[src/rtl/sensor_mod5_scheduler.sv]
// -----------------------------------------------------------------------------
// sensor_mod5_scheduler
//
// Purpose:
//   Time-shares one external combinational mod-5 remainder unit between
//   NUM_SENSORS requesting sensor channels. A round-robin arbiter grants one
//   channel at a time. The block registers that channel's 4-bit word onto
//   sensor_input. It captures the returned remainder one cycle later. It then
//   presents the remainder, tagged with the channel id, on a valid/ready
//   result port. Each transaction walks IDLE -> CAPTURE -> HOLD -> IDLE, so
//   results come out at most once every three cycles.
//
// Ports:
//   clk          in   1               rising-edge clock
//   rst          in   1               synchronous reset, active-high
//   req          in   NUM_SENSORS     per-channel request level, held until ack
//   sensor_data  in   4*NUM_SENSORS   channel i word on [4*i+3:4*i]
//   ack          out  NUM_SENSORS     one-cycle pulse: channel word sampled
//   sensor_input out  4               registered operand to the shared unit
//   rest         in   3               remainder from the shared unit
//   res_valid    out  1               result available
//   res_ready    in   1               consumer accepts when res_valid & res_ready
//   res_rest     out  3               captured remainder
//   res_ch       out  CH_W            channel id that produced res_rest
//   res_zero     out  1               res_rest == 0
//   done_count   out  CNT_W           accepted results, saturating
//   err          out  1               sticky: shared unit returned rest > 4
// -----------------------------------------------------------------------------
module sensor_mod5_scheduler #(
    parameter int NUM_SENSORS = 4,
    parameter int CH_W        = 2,
    parameter int CNT_W       = 8
) (
    input  logic                     clk,
    input  logic                     rst,
    input  logic [NUM_SENSORS-1:0]   req,
    input  logic [4*NUM_SENSORS-1:0] sensor_data,
    output logic [NUM_SENSORS-1:0]   ack,
    output logic [3:0]               sensor_input,
    input  logic [2:0]               rest,
    output logic                     res_valid,
    input  logic                     res_ready,
    output logic [2:0]               res_rest,
    output logic [CH_W-1:0]          res_ch,
    output logic                     res_zero,
    output logic [CNT_W-1:0]         done_count,
    output logic                     err
);

    typedef enum logic [1:0] {
        IDLE    = 2'd0,
        CAPTURE = 2'd1,
        HOLD    = 2'd2
    } state_t;

    state_t                   state_r;
    state_t                   state_s;
    logic [CH_W-1:0]          rr_ptr_r;
    logic [CH_W-1:0]          cur_ch_r;
    logic [CH_W-1:0]          grant_ch_s;
    logic                     grant_s;
    logic                     accept_s;
    logic [NUM_SENSORS-1:0]   ack_r;
    logic [3:0]               sensor_input_r;
    logic                     res_valid_r;
    logic [2:0]               res_rest_r;
    logic [CH_W-1:0]          res_ch_r;
    logic                     res_zero_r;
    logic [CNT_W-1:0]         done_count_r;
    logic                     err_r;

    // Channel index base+k folded back into 0..NUM_SENSORS-1 (k < NUM_SENSORS).
    function automatic logic [CH_W-1:0] rr_index(input logic [CH_W-1:0] base, input int k);
        int sum;
        sum = int'(base) + k;
        if (sum >= NUM_SENSORS) begin
            sum = sum - NUM_SENSORS;
        end else begin
            sum = sum;
        end
        return CH_W'(sum);
    endfunction

    // Successor channel; NUM_SENSORS need not be a power of two, so wrap explicitly.
    function automatic logic [CH_W-1:0] next_ch(input logic [CH_W-1:0] ch);
        logic [CH_W-1:0] nxt;
        if (ch == CH_W'(NUM_SENSORS - 1)) begin
            nxt = {CH_W{1'b0}};
        end else begin
            nxt = ch + {{(CH_W-1){1'b0}}, 1'b1};
        end
        return nxt;
    endfunction

    // Saturating increment: sticks at all-ones instead of wrapping.
    function automatic logic [CNT_W-1:0] sat_inc(input logic [CNT_W-1:0] cnt);
        logic [CNT_W-1:0] res;
        if (cnt == {CNT_W{1'b1}}) begin
            res = cnt;
        end else begin
            res = cnt + {{(CNT_W-1){1'b0}}, 1'b1};
        end
        return res;
    endfunction

    // A legal mod-5 remainder is 0..4; anything above flags a faulty shared unit.
    function automatic logic rest_invalid(input logic [2:0] r);
        return (r > 3'd4);
    endfunction

    // Round-robin pick: scan from the far end back towards rr_ptr so the
    // last writer is the first requester at or after rr_ptr.
    always_comb begin
        grant_s    = |req;
        grant_ch_s = {CH_W{1'b0}};
        for (int k = NUM_SENSORS - 1; k >= 0; k--) begin
            grant_ch_s = req[rr_index(rr_ptr_r, k)] ? rr_index(rr_ptr_r, k) : grant_ch_s;
        end
    end

    // Next-state logic and result handshake detection.
    always_comb begin
        state_s  = state_r;
        accept_s = 1'b0;
        case (state_r)
            IDLE: begin
                if (grant_s) begin
                    state_s = CAPTURE;
                end else begin
                    state_s = IDLE;
                end
            end
            CAPTURE: begin
                state_s = HOLD;
            end
            HOLD: begin
                if (res_valid_r && res_ready) begin
                    accept_s = 1'b1;
                    state_s  = IDLE;
                end else begin
                    state_s  = HOLD;
                end
            end
            default: begin
                state_s = IDLE;
            end
        endcase
    end

    // State register.
    always_ff @(posedge clk) begin
        if (rst) begin
            state_r <= IDLE;
        end else begin
            state_r <= state_s;
        end
    end

    // Datapath: operand launch, remainder capture, result hold and counters.
    always_ff @(posedge clk) begin
        if (rst) begin
            rr_ptr_r       <= {CH_W{1'b0}};
            cur_ch_r       <= {CH_W{1'b0}};
            ack_r          <= {NUM_SENSORS{1'b0}};
            sensor_input_r <= 4'd0;
            res_valid_r    <= 1'b0;
            res_rest_r     <= 3'd0;
            res_ch_r       <= {CH_W{1'b0}};
            res_zero_r     <= 1'b0;
            done_count_r   <= {CNT_W{1'b0}};
            err_r          <= 1'b0;
        end else begin
            // ack is a single-cycle pulse following the grant edge.
            ack_r <= {NUM_SENSORS{1'b0}};
            case (state_r)
                IDLE: begin
                    if (grant_s) begin
                        sensor_input_r <= sensor_data[{grant_ch_s, 2'b00} +: 4];
                        cur_ch_r       <= grant_ch_s;
                        ack_r          <= {{(NUM_SENSORS-1){1'b0}}, 1'b1} << grant_ch_s;
                    end else begin
                        sensor_input_r <= sensor_input_r;
                    end
                end
                CAPTURE: begin
                    res_rest_r  <= rest;
                    res_ch_r    <= cur_ch_r;
                    res_zero_r  <= (rest == 3'd0);
                    res_valid_r <= 1'b1;
                    err_r       <= err_r | rest_invalid(rest);
                end
                HOLD: begin
                    if (accept_s) begin
                        res_valid_r  <= 1'b0;
                        done_count_r <= sat_inc(done_count_r);
                        rr_ptr_r     <= next_ch(cur_ch_r);
                    end else begin
                        res_valid_r  <= res_valid_r;
                    end
                end
                default: begin
                    res_valid_r <= 1'b0;
                end
            endcase
        end
    end

    assign ack          = ack_r;
    assign sensor_input = sensor_input_r;
    assign res_valid    = res_valid_r;
    assign res_rest     = res_rest_r;
    assign res_ch       = res_ch_r;
    assign res_zero     = res_zero_r;
    assign done_count   = done_count_r;
    assign err          = err_r;

endmodule

[config.mk]
export PLATFORM = sky130hd
export DESIGN_NAME = sensor_mod5_scheduler
export DESIGN_NICKNAME = d
export VERILOG_FILES = /design/src/rtl/sensor_mod5_scheduler.sv
export SDC_FILE = /design/constraint.sdc
export NUM_CORES = 1
export LEC_CHECK = 0
export ABC_CLOCK_PERIOD_IN_PS = 4350
export BUFFER_PORTS_ARGS = -buffer_cell sky130_fd_sc_hd__buf_2
export CAP_MARGIN = 10
export CORE_MARGIN = 8
export CORE_UTILIZATION = 52
export DETAILED_ROUTE_END_ITERATION = 12
export GPL_TIMING_DRIVEN = 0
export PLACE_DENSITY = 0.84
export SLEW_MARGIN = 20
export SYNTH_ARGS = -nofsm -noshare
export SYNTH_HDL_FRONTEND = slang
export SYNTH_SLANG_ARGS = --single-unit
[constraint.sdc]
create_clock -name clk -period 4.35 [get_ports clk]
set_clock_uncertainty 0.05 [all_clocks]
set_input_delay 0.6525 -clock clk [delete_from_list [all_inputs] [get_ports clk]]
set_output_delay 0.6525 -clock clk [all_outputs]
set_load 0.01 [all_outputs]
==> impl_metrics.tcl, run 1 <==
set metrics [dict create \
    overflow 0 \
    setup_violations 0 \
    dpl.cell_count 222 \
    dp.final_hpwl_um 2622 \
    maxCapViolations 0 \
    drc_errors 0 \
    criticalPathCategory "in -> reg" \
    min_period_ps 1769 \
    cp_data_arrival_time_ps 1910 \
    syn_area_um2 1346 \
    area_growth_pct 25.09 \
    worst-path-max-fanout 10 \
    gp_congestion 0.7758 \
    nets 227 \
    placed_area_um2 1624 \
    grt_first_pass_wirelength_um 5237 \
    synth_edf_count 0 \
    worstMarginPinSlew_ps 657.9 \
    fmax_mhz 565.3 \
    syn_avg_cell_area_um2 9.349 \
    cts_root_buf "clkbuf_4" \
    p_total_mw 0.5682 \
    yosys.area.top_type "dfxtp_1" \
    post-synth-top-count-cell "dfxtp_1" \
    seq_area_frac_synth 0.4461 \
    async_flop_share 0 \
    vias 1226 \
    synth_top_flop_cell "dfxtp_1" \
    dp_slack_ps 2232 \
    cts_tree "built" \
    pin_count 50 \
    ir_drop_mv 0.2555 \
    period_share 0.4067 \
    grt_use_total 0.1543 \
    wl_per_cell_um 14.17 \
    cts_sinks 30 \
    cts.clk_slew.worst_paths_ps 90 \
    p_per_area_nw_per_um2 337.4 \
    synth_seq_cells 30 \
    dr.first_iter.drc_count 49 \
    setup_ws_ps 2581 \
    setup_tns_ps 0 \
    ys_warn_count 0 \
    final_antenna_net_count 0 \
    hold_ws_ps 414.5 \
    critPathLaunchType "primary input" \
    clk_path_buf_depth 2 \
    p_leak_nw 0.7662 \
    final_hold_viol_count 0 \
    drt-pass1-iter-count 4 \
    worstSetupEndpointType "register" \
    drv_slew 0 \
    synth_cells 144 \
    slew_headroom 0.5599 \
    yosys-top-cells-count "30 x dfxtp_1, 20 x nor2_1, 17 x nand2_1" \
    numCtsBuffers 5 \
    die_w_um 66.88 \
    hold_buffers 0 \
    antenna_found_initial 0 \
    routed_via_density 5.330 \
    grt_pass1_vias 1234 \
    worst_skew_pair.late_latency_ps 330 \
    row_count 18 \
    hold_path_class "reg -> reg" \
    port_buffers 48 \
    fin_cells 230 \
    fp.dieH_um 66.88 \
    diodes 0 \
    grt_max_degree 11 \
    synthDistinctLibCells 33 \
    synth_top_area_share 0.4461 \
    rsz0062_at_grt "no" \
    fillers 209 \
    status "finished, final reports clean" \
    drive_gt1_frac 0.3150 \
    wl_um 3258 \
    final_cell_area_um2 1684 \
    fin_util 0.6798 \
    initial_core_util 0.5434 \
    coreArea_um2 2477 \
    synth_nets 172 \
    post_cts_buffers 0 \
    htreeDepth 2 \
    ys_top_cells_by_area "dfxtp_1 45%, mux2i_1 8.9%, nor2_1 5.6%" \
    cts_resized 0 \
    die-area_um2 4473 \
    cp.required_ps 4490 \
]
-- kinds of logic after synthesis --
logic type               count (synthesis)  share of synthesized area
AO/OA/AOI/OAI                           26                     0.1506
XOR/XNOR                                 7                    0.04554
adder cells (fa/ha/maj)                  2                    0.01858
buffers and inverters                    7                    0.02601
flip-flops                              30                     0.4461
multiplexers                            12                    0.08922
AND/OR/NAND/NOR                         60                     0.2240
-- placed cells by master (no fill, tap or decap), types with 2 or more instances in the layout --
master and instances:
a21oi_1 12, buf_2 48, clkbuf_1 4, clkbuf_4 5
dfxtp_1 30, ha_1 2, mux2i_1 12, nand2_1 17
nand2b_1 2, nand3_1 3, nand3b_1 5, nor2_1 20
nor2_2 2, nor3_1 3, nor4_1 3, o21a_1 2
o221ai_1 4, o22ai_1 2, xnor2_1 3, xor2_1 4
-- layer usage --
layer,routed length (um),part of all wire,vias to the layer above,track usage
met1,1289,0.40,573,0.1509
met4,78,0.024,0,0.08616
li1,-,-,621,-
met3,166,0.051,8,0.06208
met2,1723,0.53,24,0.2700
met5,0,0,-,0
-- layout make-up --
class	instances	area (um2)	area share
tap	30	37.54	0.02229
multi-input combinational	107	710.7	0.4220
sequential	30	600.6	0.3566
inverter	1	3.754	0.002229
buffer	6	31.28	0.01857
clock buffer	7	55.05	0.03269
clock inverter	1	5.005	0.002972
timing repair buffer	48	240.2	0.1426
-- worst paths after layout --
kind	start	to	slack, ps	cells after the start
setup / recovery	req[1]	sensor_input[2]$_SDFFE_PP0N_	2580	5
setup reg to reg	rr_ptr_r[1]$_SDFFE_PP0P_	sensor_input[2]$_SDFFE_PP0N_	2630	7
hold reg to reg	res_rest[0]$_SDFFE_PP0P_	res_rest[0]$_SDFFE_PP0P_	410	2
hold / removal	res_rest[0]$_SDFFE_PP0P_	res_rest[0]$_SDFFE_PP0P_	410	2
-- sequential cells by signal, indices dropped and copies added (netlist names) --
| register | cells |
|---|---|
| done_count | 8 |
| state_r | 2 |
| err | 1 |
| res_ch | 2 |
| ack | 4 |
| res_rest | 3 |
| res_zero | 1 |
| rr_ptr_r | 2 |
| cur_ch_r | 2 |
| res_valid | 1 |
| sensor_input | 4 |
-- where the power goes --
| group | total (mW) | leakage (nW) | internal, mW | switching [mW] |
|---|---|---|---|---|
| Clock | 0.170 | 0.0353 | 0.0782 | 0.0919 |
| Combinational | 0.0963 | 0.487 | 0.0426 | 0.0537 |
| Sequential | 0.302 | 0.244 | 0.290 | 0.0116 |
| Total | 0.568 | 0.766 | 0.411 | 0.157 |
-- worst max-delay path, stage by stage --
cell and delay [ps]:
buf_2 130, o41ai_4 680, nor2_2 110, nand2_1 180, o221ai_1 170
No activity file was read; power rests on OpenSTA's default activity.
==> inputs of run 2 (changes only) <==
Settings changed: ABC_CLOCK_PERIOD_IN_PS 4350 to 1600, CORE_UTILIZATION 52 to 43, PLACE_DENSITY 0.84 to 0.74.
Clock period 4.35 ns to 1.6 ns, I/O delays scaled along.
==> impl_metrics.tcl, run 2 (synthesis results as in run 1) <==
set metrics [dict create \
    port_buffers 48 \
    drv_slew 0 \
    drive_gt1_frac 0.3450 \
    grt_first_pass_wirelength_um 5720 \
    diodes 0 \
    fmax_mhz 648.9 \
    cts.clk_slew.worst_paths_ps 80 \
    grt_max_degree 11 \
    cp_slowest_cell "dfxtp_4" \
    slew_headroom 0.5514 \
    worst_skew_pair.late_latency_ps 310 \
    worst-path-max-fanout 8 \
    die_w_um 71.96 \
    htreeDepth 2 \
    maxCapViolations 0 \
    routed_via_density 5.016 \
    multi_input_area_um2 754.5 \
    setup_violations 0 \
    dr.first_iter.drc_count 59 \
    largest_reg_flops 8 \
    min_period_ps 1541 \
    cts_tree "built" \
    die-area_um2 5178 \
    setup_tns_ps 0 \
    p_leak_nw 0.7782 \
    regArea_um2 604.3 \
    grt_use_total 0.1386 \
    hold_path_class "in -> reg" \
    overflow 0 \
    drc_errors 0 \
    status "finished, final reports clean" \
    critPathLaunchType "register" \
    final_antenna_net_count 0 \
    fillers 280 \
    initial_core_util 0.4446 \
    cts_root_buf "clkbuf_4" \
    worstMarginPinSlew_ps 670.6 \
    worstSetupEndpointType "register" \
    row_count 20 \
    p_total_mw 1.517 \
    p_per_area_nw_per_um2 863.2 \
    dp.final_hpwl_um 2581 \
    path_common_cell "mux2i_1" \
    area_growth_pct 30.58 \
    cp.required_ps 1730 \
    wl_per_cell_um 14.11 \
    grt_pass1_vias 1282 \
    cp_data_arrival_time_ps 1670 \
    ir_drop_mv 0.5337 \
    antenna_found_initial 0 \
    dp_slack_ps -103.0 \
    pin_count 50 \
    gp_congestion 0.8079 \
    coreArea_um2 3028 \
    numCtsBuffers 5 \
    fp.dieH_um 71.96 \
    period_share 0.9631 \
    cts_sinks 30 \
    crit_chain "mux2i_1 -> o22ai_2 -> nor2_2 -> buf_6 -> mux2i_1 -> o221ai_1" \
    critPathTopFamily "multiplexers" \
    rsz0062_at_grt "yes" \
    path_buf_inv 1 \
    final_hold_viol_count 0 \
    vias 1224 \
    clk_path_buf_depth 2 \
    criticalPathCategory "reg -> reg" \
    cp_slowest_stage_delay_ps 380 \
    drt-pass1-iter-count 4 \
    final_common_cell "buf_2" \
    wl_um 3443 \
    setup_ws_ps 59.02 \
    nets 229 \
    most-common-layout-cells "48 x buf_2, 29 x dfxtp_1, 20 x nor2_1" \
]
==> run 2: cell count changes in the layout (fill, tap and decap cells not counted), sizes merged <==
cell,change
buf,+3
clkinv,-1
clkbuf,-2
==> run 2: stage by stage <==
stage               instance area (um2)  hold slack [ps]  instances    util
floorplan                          1346            326.0        144       -
global route                       1758            128.1        244  0.5806
finish                             1758            131.5        244  0.5806
global placement                   1642            392.2        236  0.5421
detailed placement                 1642            402.2        236  0.5421
CTS                                1724            110.3        245  0.5694
==> run 2: routing by layer <==
layer  global-route usage  routed length [um]
met1               0.1371                1375
met2               0.2460                1881
met3              0.04132                 142
met4              0.09070                  44
met5                    0                   0
==> run 2: path summary, 6_finish.rpt <==
kind	endpoint	startpoint	cells after the start	slack, ps
worst max-delay path	sensor_input[2]$_SDFFE_PP0N_	rr_ptr_r[1]$_SDFFE_PP0P_	6	60
worst min-delay path	res_rest[0]$_SDFFE_PP0P_	rest[0]	3	130
worst max register to register	sensor_input[2]$_SDFFE_PP0N_	rr_ptr_r[1]$_SDFFE_PP0P_	6	60
worst min register to register	res_ch[1]$_SDFFE_PP0P_	res_ch[1]$_SDFFE_PP0P_	2	420
==> run 2: repair_timing <==
| item | 4_1_cts | 5_1_grt |
|---|---|---|
| resized for setup | 2 | 8 |
| endpoints found under the setup margin | 4 | 8 |
| cloned | 0 | 0 |
| hold buffers | 0 | 0 |
| pin swaps | 3 | 4 |
| setup buffers | 3 | 0 |
==> run 2: worst min-delay path: cells and delay by family <==
kind            cells  cell delay [ps]
buf+inv             1              110
compound gates      1               50
simple gates        1               50
==> run 2: layout make-up <==
cell class	instances	area share
sequential	30	0.3438
buffer	5	0.01495
tap	44	0.03132
inverter	1	0.002135
clock buffer	6	0.02918
multi-input combinational	107	0.4292
timing repair buffer	51	0.1495
==> run 2: where the power goes <==
| group | leakage [nW] | internal [mW] | switching [mW] | total, mW |
|---|---|---|---|---|
| clock | 0.0302 | 0.198 | 0.226 | 0.424 |
| combinational | 0.503 | 0.122 | 0.151 | 0.273 |
| sequential | 0.245 | 0.788 | 0.0326 | 0.820 |
| total | 0.778 | 1.11 | 0.410 | 1.52 |
